## src/rtl/tanh_share_pkg.sv

```systemverilog
// Shared widths, default tanh unit latency and the per-operation tag that
// follows each operand through the shared unit.
package tanh_share_pkg;
  localparam int FP16_W    = 16;
  localparam int TANH_LAT  = 4;
  localparam int MAX_NREQ  = 8;
  localparam int TAG_IDX_W = $clog2(MAX_NREQ);

  typedef struct packed {
    logic                 valid;
    logic [TAG_IDX_W-1:0] idx;
  } tag_t;
endpackage

```

## src/rtl/tanh_share_ctrl_rr_arbiter.sv

```systemverilog
// Round-robin pick: first asserted request at or above ptr, wrapping.
// Produces a one-hot grant, its index and a grant-present flag.
module rr_arbiter #(
  parameter int NREQ  = 4,
  parameter int IDX_W = 2
) (
  input  logic [NREQ-1:0]  req,
  input  logic [IDX_W-1:0] ptr,
  output logic [NREQ-1:0]  gnt,
  output logic [IDX_W-1:0] gnt_idx,
  output logic             gnt_valid
);
  logic [IDX_W-1:0] idx;

  always_comb begin
    gnt       = '0;
    gnt_idx   = '0;
    gnt_valid = 1'b0;
    idx       = '0;
    for (int off = 0; off < NREQ; off++) begin
      idx = IDX_W'((int'(ptr) + off) % NREQ);
      if (!gnt_valid && req[idx]) begin
        gnt_valid = 1'b1;
        gnt[idx]  = 1'b1;
        gnt_idx   = idx;
      end
    end
  end
endmodule

```

## src/rtl/tanh_share_ctrl.sv

```systemverilog
// Shares one pipelined fp16 tanh unit among NREQ requesters with round-robin
// issue and tag-tracked return. Optional macro TANH_SHARE_IDLE_GATE_EN gates
// the unit enable when nothing is issuing or in flight.
module tanh_share_ctrl
  import tanh_share_pkg::*;
#(
  parameter int NREQ = 4,
  parameter int LAT  = TANH_LAT
) (
  input  logic                   clk,
  input  logic                   rst,
  input  logic [NREQ-1:0]        req_valid,
  input  logic [FP16_W*NREQ-1:0] req_data,
  output logic [NREQ-1:0]        req_ready,
  output logic [NREQ-1:0]        rsp_valid,
  output logic [FP16_W*NREQ-1:0] rsp_data,
  input  logic [NREQ-1:0]        rsp_ready,
  output logic [FP16_W-1:0]      tu_in,
  output logic                   tu_enable,
  input  logic [FP16_W-1:0]      tu_out
);
  localparam int IDX_W = $clog2(NREQ);

  logic [NREQ-1:0]        busy_q, busy_d;
  logic [NREQ-1:0]        rsp_valid_q, rsp_valid_d;
  logic [FP16_W*NREQ-1:0] rsp_data_q, rsp_data_d;
  logic [FP16_W-1:0]      tu_in_q, tu_in_d;
  logic [IDX_W-1:0]       rr_q, rr_d;
  // Stage 0 sits beside the tu_in register; stages 1..LAT track the unit.
  tag_t                   tag_q [LAT+1];
  tag_t                   tag_d [LAT+1];

  logic [NREQ-1:0]  eligible;
  logic [NREQ-1:0]  gnt;
  logic [IDX_W-1:0] gnt_idx;
  logic             gnt_valid;
  logic             enable;

  assign eligible = req_valid & ~busy_q & {NREQ{~rst}};

  rr_arbiter #(.NREQ(NREQ), .IDX_W(IDX_W)) u_arb (
    .req       (eligible),
    .ptr       (rr_q),
    .gnt       (gnt),
    .gnt_idx   (gnt_idx),
    .gnt_valid (gnt_valid)
  );

`ifdef TANH_SHARE_IDLE_GATE_EN
  logic any_tag;
  always_comb begin
    any_tag = 1'b0;
    for (int i = 0; i <= LAT; i++) any_tag = any_tag | tag_q[i].valid;
  end
  assign enable = !rst && (gnt_valid || any_tag);
`else
  assign enable = !rst;
`endif

  always_comb begin
    tu_in_d     = tu_in_q;
    rr_d        = rr_q;
    rsp_data_d  = rsp_data_q;
    rsp_valid_d = rsp_valid_q & ~rsp_ready;
    busy_d      = (busy_q & ~(rsp_valid_q & rsp_ready)) | gnt;
    for (int i = 0; i <= LAT; i++) tag_d[i] = tag_q[i];

    if (gnt_valid) begin
      tu_in_d = req_data[int'(gnt_idx)*FP16_W +: FP16_W];
      rr_d    = (int'(gnt_idx) == NREQ-1) ? '0 : gnt_idx + IDX_W'(1);
    end

    if (enable) begin
      tag_d[0].valid = gnt_valid;
      tag_d[0].idx   = TAG_IDX_W'(gnt_idx);
      for (int i = 1; i <= LAT; i++) tag_d[i] = tag_q[i-1];
      if (tag_q[LAT].valid) begin
        for (int i = 0; i < NREQ; i++) begin
          if (tag_q[LAT].idx == TAG_IDX_W'(i)) begin
            rsp_valid_d[i]                    = 1'b1;
            rsp_data_d[i*FP16_W +: FP16_W]    = tu_out;
          end
        end
      end
    end
  end

  always_ff @(posedge clk) begin
    if (rst) begin
      busy_q      <= '0;
      rsp_valid_q <= '0;
      rsp_data_q  <= '0;
      tu_in_q     <= '0;
      rr_q        <= '0;
      for (int i = 0; i <= LAT; i++) tag_q[i] <= '0;
    end else begin
      busy_q      <= busy_d;
      rsp_valid_q <= rsp_valid_d;
      rsp_data_q  <= rsp_data_d;
      tu_in_q     <= tu_in_d;
      rr_q        <= rr_d;
      for (int i = 0; i <= LAT; i++) tag_q[i] <= tag_d[i];
    end
  end

  assign req_ready = gnt;
  assign rsp_valid = rsp_valid_q;
  assign rsp_data  = rsp_data_q;
  assign tu_in     = tu_in_q;
  assign tu_enable = enable;
endmodule

```

## config.mk

```make
export PLATFORM = sky130hd
export DESIGN_NAME = tanh_share_ctrl
export DESIGN_NICKNAME = d
export VERILOG_FILES = /design/src/rtl/tanh_share_pkg.sv /design/src/rtl/tanh_share_ctrl_rr_arbiter.sv /design/src/rtl/tanh_share_ctrl.sv
export SDC_FILE = /design/constraint.sdc
export NUM_CORES = 1
export LEC_CHECK = 0
export ABC_AREA = 1
export CAP_MARGIN = 20
export CORE_MARGIN = 4
export CORE_UTILIZATION = 45
export CTS_CLUSTER_DIAMETER = 200
export CTS_CLUSTER_SIZE = 24
export DETAILED_ROUTE_END_ITERATION = 6
export PLACE_DENSITY = 0.92
export SLEW_MARGIN = 20
export SYNTH_ARGS = -nofsm -noshare
export SYNTH_HDL_FRONTEND = slang
export SYNTH_SLANG_ARGS = --single-unit
```

## constraint.sdc

```tcl
create_clock -name clk -period 2.4 [get_ports clk]
set_input_delay 0.48 -clock clk [delete_from_list [all_inputs] [get_ports clk]]
set_output_delay 0.48 -clock clk [all_outputs]
set_load 0.05 [all_outputs]
```

# Yosys cells after proc, flatten, opt, wreduce, memory -nomap -nowiden
# Memories as Yosys holds them, arrays and structs flattened.
# Index checks and enable logic that the tools add are counted.
# classes
addsub,4
order_cmp,8
n_eq_ne,4
shifts,1
muxes,43
n_bitwise,18
reduce_logical,16
# ops
operator,n
indexed part select 64 x 7 -> 16 bit,1
2-to-1 mux 4 bit,10
AND 4 bit,5
2-to-1 mux 20 bit,1
2-to-1 mux 1 bit,19
bitwise OR 4 bit,4
"< comparator 2 x 3 -> 1 bit, second input constant",4
NOT 4 bit,3
2-to-1 mux 2 bit,5
binary-select mux 1 bit (select 2 bit),4
demux 1 bit (select 2 bit),4
"greater-or-equal comparator 2 x 1 -> 1 bit, second input constant",4
AND reduction 2 bit,4
logical AND 1 bit,7
"== test 3 x 2 -> 1 bit, second input constant",2
bitwise OR 1 bit,5
"adder 2 x 1 -> 2 bit, second input constant",2
"adder 2 bit, second input constant",2
zero test 1 bit,4
"== test 3 x 1 -> 1 bit, second input constant",1
zero test 3 bit,1
"== test 2 x 1 -> 1 bit, second input constant",1
NOT 1 bit,1
# word_totals
register_bits,90
mem_bits_rw,20
inputBits,90
output_inout_bits,89
word_cells,103
memories,1
# mem_list
name,words,word_bits,rd,rd_clocked_by_memory_dff,wr,line,text
tag_q,5,4,5,0,5,tanh_share_ctrl.sv:30,tag_t tag_q [LAT+1];

# Depth between registers and ports, before layout
# depth
ltp_word,17
mapped_depth,17
depth_no_buf,15

# Hierarchy
# Synthesis repeated with hierarchy kept, for this count alone.
# unflattened
hier_cells,628
area_unflattened_um2,4478.0
# by_module_without_submodules
module,instances,cells_each,area_per_inst_um2,seq_area_each_um2
tanh_share_ctrl,1,554,4042.6,2102.0
rr_arbiter,1,74,435.4,0.0

# Worst setup path after synthesis
# OpenSTA, ideal clock, no wires.
# synth_path
path_kind,register to register
start,reg rr_q[1]
end,reg busy_q[0]
arrival_ns,2.496
slack_ns,-0.216
stages_incl_launch_ff,12
path_buffers,0
path_cell_list,dfxtp_1 -> inv_1 -> ha_1 -> inv_1 -> nand3_1 -> o21ai_1 -> nand3b_4 -> inv_2 -> nand2_1 -> nand4_1 -> o21ai_0 -> inv_1
# synth_via
elab_chain_cells,13
# synth_lines
item,line,text
"start, declared",tanh_share_ctrl.sv:28,"logic [IDX_W-1:0] rr_q, rr_d;"
"start signal, assigned",tanh_share_ctrl.sv:101,rr_q <= rr_d;
"parallel branches: the longest is 11 deep, another holds < comparator 2 x 3 -> 1 bit",n/a,
2-to-1 mux 4 bit (*),tanh_share_ctrl_rr_arbiter.sv:22,if (!gnt_valid && req[idx]) begin
named net req_ready[0],tanh_share_ctrl.sv:14,"output logic [NREQ-1:0] req_ready,"
bitwise OR 4 bit (*),tanh_share_ctrl.sv:65,busy_d = (busy_q & ~(rsp_valid_q & rsp_ready)) | gnt;
"end signal, assigned",tanh_share_ctrl.sv:97,busy_q <= busy_d;
"end, declared",tanh_share_ctrl.sv:24,"logic [NREQ-1:0] busy_q, busy_d;"
# Mark *: on every way through the listed nets, which the timed path passes. The select of a mux whose other input is x is not followed.
# A chain may end at the register's enable or synchronous reset.

# Worst setup path in the final report
# layout_path
start,reg rr_q[0]
end,out req_ready[0]
# layout_via
elab_chain_cells,12
# layout_lines
item,line
"parallel branches: the longest is 11 deep, another holds < comparator 2 x 3 -> 1 bit",n/a
2-to-1 mux 4 bit (*),tanh_share_ctrl_rr_arbiter.sv:22
"end, declared",tanh_share_ctrl.sv:14
# Every way passes the cells marked *. The select of a mux whose other input is x is not followed.

==> results <==
- The maximum resistive drop on vdd is 0.8562 mV.
- The floorplan step set the die width to 113.8 microns.
- The synthesized instance count is 725.
- The final-layout worst hold slack is 0.3966 ns.
- In this run the vertical extent of the chip is 113.8 microns.
- The proportion of synthesized chip area in sequential cells is 0.4177.
- The final number of hold-violating endpoints is 0.
- The clock slew seen by the registers of the worst setup and hold paths is 0.11 ns.
- Global routing finished with a remaining overflow of 0.
- The arrival time of the worst setup path is 1.96 ns.
- The first detailed-routing pass took 5 iterations.
- TritonCTS built the clock tree.
- The final reports fail on setup timing.
- Summing all placed instances gives a cell area of 0.007154 sq mm.
- The die covers 0.01294 sq mm.
- The row count is 38.
- The number of top-level design ports is 179.
- The count of hold-fix buffers inserted at cts is 0.
- The cell area that synthesis handed to floorplanning was 0.005032 sq mm.
- The class of the tightest hold or removal check is flip-flop to flip-flop.
- The areal power density over the cells is 1136 mW/mm^2.
- The buffer depth of the longest clock path is 2.
- The via count of the first global-routing pass is 5,018.
- Setup repair after global routing could not meet its margin everywhere.
- Measured against its own limit, the worst slew margin works out to 0.5957.
- The insertion delay of the later-clocked pin in the worst-skew pair is 0.37 ns.
- The count of nets left with antenna violations once routing finished came out at 0.
- In this design, the stage delay of the slowest critical-path cell is 0.39 ns.
- The kind of capture point of the worst setup path is a primary output.
- The first-pass GRT wire length is 23.60 mm.
- The tree is rooted in a sky130_fd_sc_hd__clkbuf_8.
- The per-cell via count in the routed design is 4.836.
- The design draws 8593 uW.
- The net count after synthesis is 823.
- The highest clock frequency the design can meet is 409.6 MHz.
- Of all nets on the critical path, the largest fanout is 5.
- The number of buffers and inverters on the critical path is 4.
- The register-to-register setup slack is 0.09 ns.
- The number of antenna diodes in the final layout is 0.
- The analysis attributes to cell leakage a power of 0.003484 uW.
- For this run, the number of Yosys warnings is 0.
- After synthesis the netlist holds a flip-flop and latch count of 105.
- Max-cap violations in this run came to 0.
- The count of cells in the finished layout, fillers not included, comes to 1,073.
- For the worst setup path, the data required time is 1.92 ns.
- Counting the buffers created by CTS gives 9.
- The area growth from synthesis to layout is 50.30%.
- After routing, the total negative slack on setup checks comes to -0.1073 ns.
- The run finished, with violations left.
- The type of the worst setup path is flip-flop to primary output.
- The number of placed cells counting well taps is 1,040.
- Counting distinct cell types in the post-synthesis netlist gives 27.
- The layout cell share with drive strength beyond 1 is 0.1222.
- The number of levels in the clock H-tree is 3.
- In the final routed layout, each cell accounts on average for 13.51 microns.
- The clock tree skew after final layout is 0.01464 ns.
- The total length of routed wires is 14.49 mm.
- Once layout is done, the placed cells without fillers occupy 0.007564 sq mm.
- In the global route stage, overall resource usage came out at 0.2210.
- The sort of element at the start of the critical path is a flip-flop.
- Setup slack on the critical path of the routed design comes to -0.04136 ns.
- The final max-slew violation count is 0.
- In this run, the number of DRC markers left after iteration 0 of detailed routing was 371.
- Setup violations remaining at the end of the flow were counted as 4.
- After the last flow step, the layout net total stands at 1,026.
- The HPWL reported at the end of detailed placement is 10.56 mm.
- The signal on the critical path passes through inv_6 -> ha_4 -> inv_8 -> nand3_4 -> o21ai_4 -> nand3b_4 -> inv_4 -> nand2_1 -> nand4_1 -> buf_12.
- After floorplanning, the core was sized to cover 0.01089 sq mm.
- The pin count of the biggest net entering global routing is 61.
- The clock drives 105 sinks.
- On the critical path the largest part of the delay comes from simple AND/OR/NAND/NOR gates.
- On the critical path, the stage with the largest delay is an instance of sky130_fd_sc_hd__dfxtp_4.
- In this run the mean area of a mapped cell was 6.941 sq um.
- In the finished design, the share of the clock period the worst path needs comes to 1.017.
- The minimum clock period is 2.441 ns.
- The number of design rule violations left after detail routing is 0.
- The actual slew at the worst max-slew pin is 0.6058 ns.
- The final weighted congestion in routability-driven placement is 0.8934.
- For this configuration, the core starts out at a cell density of 0.4622.
- The initial antenna violation count was 0.
- The number of buffers inserted by port buffering is 178.
- The via count of the routed design is 5,189.
-- final timing paths --
kind	startpoint	endpoint	cells past startpoint
hold reg to reg	tag_q[0][8]	tag_q[0][12]	2
hold / removal	tag_q[0][8]	tag_q[0][12]	2
setup reg to reg	rr_q[0]	tu_in[12]	15
setup / recovery	rr_q[0]	req_ready[0]	10
-- metal layers --
layer	global-route usage	wire length, microns	up-vias
li1	-	-	2666
met1	0.2643	5970	2289
met2	0.3844	6862	210
met3	0.06472	1330	24
met4	0.06410	327	0
met5	0	0	-
-- worst reg2reg max path, delay by kind of cell (launching register included) --
family	cells	cell delay (ns)
simple gates	7	0.62
buf+inv	6	0.55
compound gates	1	0.41
flops	1	0.39
fa+ha+maj	1	0.31
-- through the flow --
step           setup WS (ns)  utilization
2_1_floorplan        0.02096            -
3_3_place_gp         -0.3410       0.6571
3_5_place_dp         -0.4149       0.6571
4_1_cts             -0.04545       0.6877
5_1_grt              -0.1262       0.6947
6_report            -0.04136       0.6947
-- cells in the mapped netlist, drive strengths merged --
master    n  area share
a21boi    3      0.0045
inv     153        0.11
a21oi    39       0.041
o21ai    86       0.086
ha        8       0.020
nor2     84       0.067
nand3    98        0.10
o211ai    1      0.0015
dfxtp   105        0.42
nand3b   10       0.017
nand4     6      0.0075
clkbuf   20       0.015
clkinv    1     0.00075
buf      17       0.024
nand2    94       0.079
-- cells by family after synthesis --
| family | Yosys count | synth area share |
|---|---|---|
| compound gates | 129 | 0.1325 |
| buf+inv | 191 | 0.1537 |
| flops | 105 | 0.4177 |
| fa+ha+maj | 8 | 0.01989 |
| simple gates | 292 | 0.2762 |
-- cell type report --
class	count	area, sq um
clock buffer	10	127.6
clock inverter	6	57.56
fill	846	3324
inverter	154	593.1
multi-input combinational	429	2251
sequential	105	2110
tap	140	175.2
timing repair buffer	229	2250
-- placed cells by master, fill, tap and decap left out, types with 2 or more instances in the layout --
master,synthesis,final
sky130_fd_sc_hd__inv_2,4,5
sky130_fd_sc_hd__clkdlybuf4s50_1,0,168
sky130_fd_sc_hd__ha_1,8,7
sky130_fd_sc_hd__nand2_4,5,7
sky130_fd_sc_hd__buf_4,4,46
sky130_fd_sc_hd__dlygate4sd2_1,0,4
sky130_fd_sc_hd__nor2_1,82,80
sky130_fd_sc_hd__nand4_1,6,6
sky130_fd_sc_hd__nand3_2,5,9
sky130_fd_sc_hd__o21ai_0,80,76
sky130_fd_sc_hd__o21ai_1,6,9
sky130_fd_sc_hd__nand3_4,1,3
sky130_fd_sc_hd__dfxtp_4,0,2
sky130_fd_sc_hd__nand2_1,86,82
sky130_fd_sc_hd__nor2_2,0,2
sky130_fd_sc_hd__inv_1,149,145
sky130_fd_sc_hd__buf_6,4,2
sky130_fd_sc_hd__nand3_1,92,86
sky130_fd_sc_hd__buf_12,0,8
sky130_fd_sc_hd__nand3b_1,9,9
sky130_fd_sc_hd__a21boi_0,3,3
sky130_fd_sc_hd__clkbuf_8,0,9
sky130_fd_sc_hd__a21oi_1,38,38
sky130_fd_sc_hd__dfxtp_1,105,103
sky130_fd_sc_hd__inv_6,0,4
sky130_fd_sc_hd__inv_8,0,3
sky130_fd_sc_hd__nand2_2,3,5
-- flip-flops by register name, indices dropped and copies added, names as in the netlist --
name and cells:
rsp_data 64, busy_q 4, rr_q 2, tag_q 15, rsp_valid 4, tu_in 16
-- power breakdown --
| part | switching, uW | total [uW] | internal [uW] |
|---|---|---|---|
| logic | 3170 | 5420 | 2250 |
| clock network | 657 | 1060 | 407 |
| registers | 126 | 2110 | 1980 |
| total | 3950 | 8590 | 4640 |
-- repair_timing --
action / in CTS / in global routing
pin swaps: 12 / 12
gates resized for setup: 26 / 11
buffers inserted: 12 / 5
setup endpoints to repair: 5 / 4
cloned: 0 / 0
(Power assumes the default switching activity.)
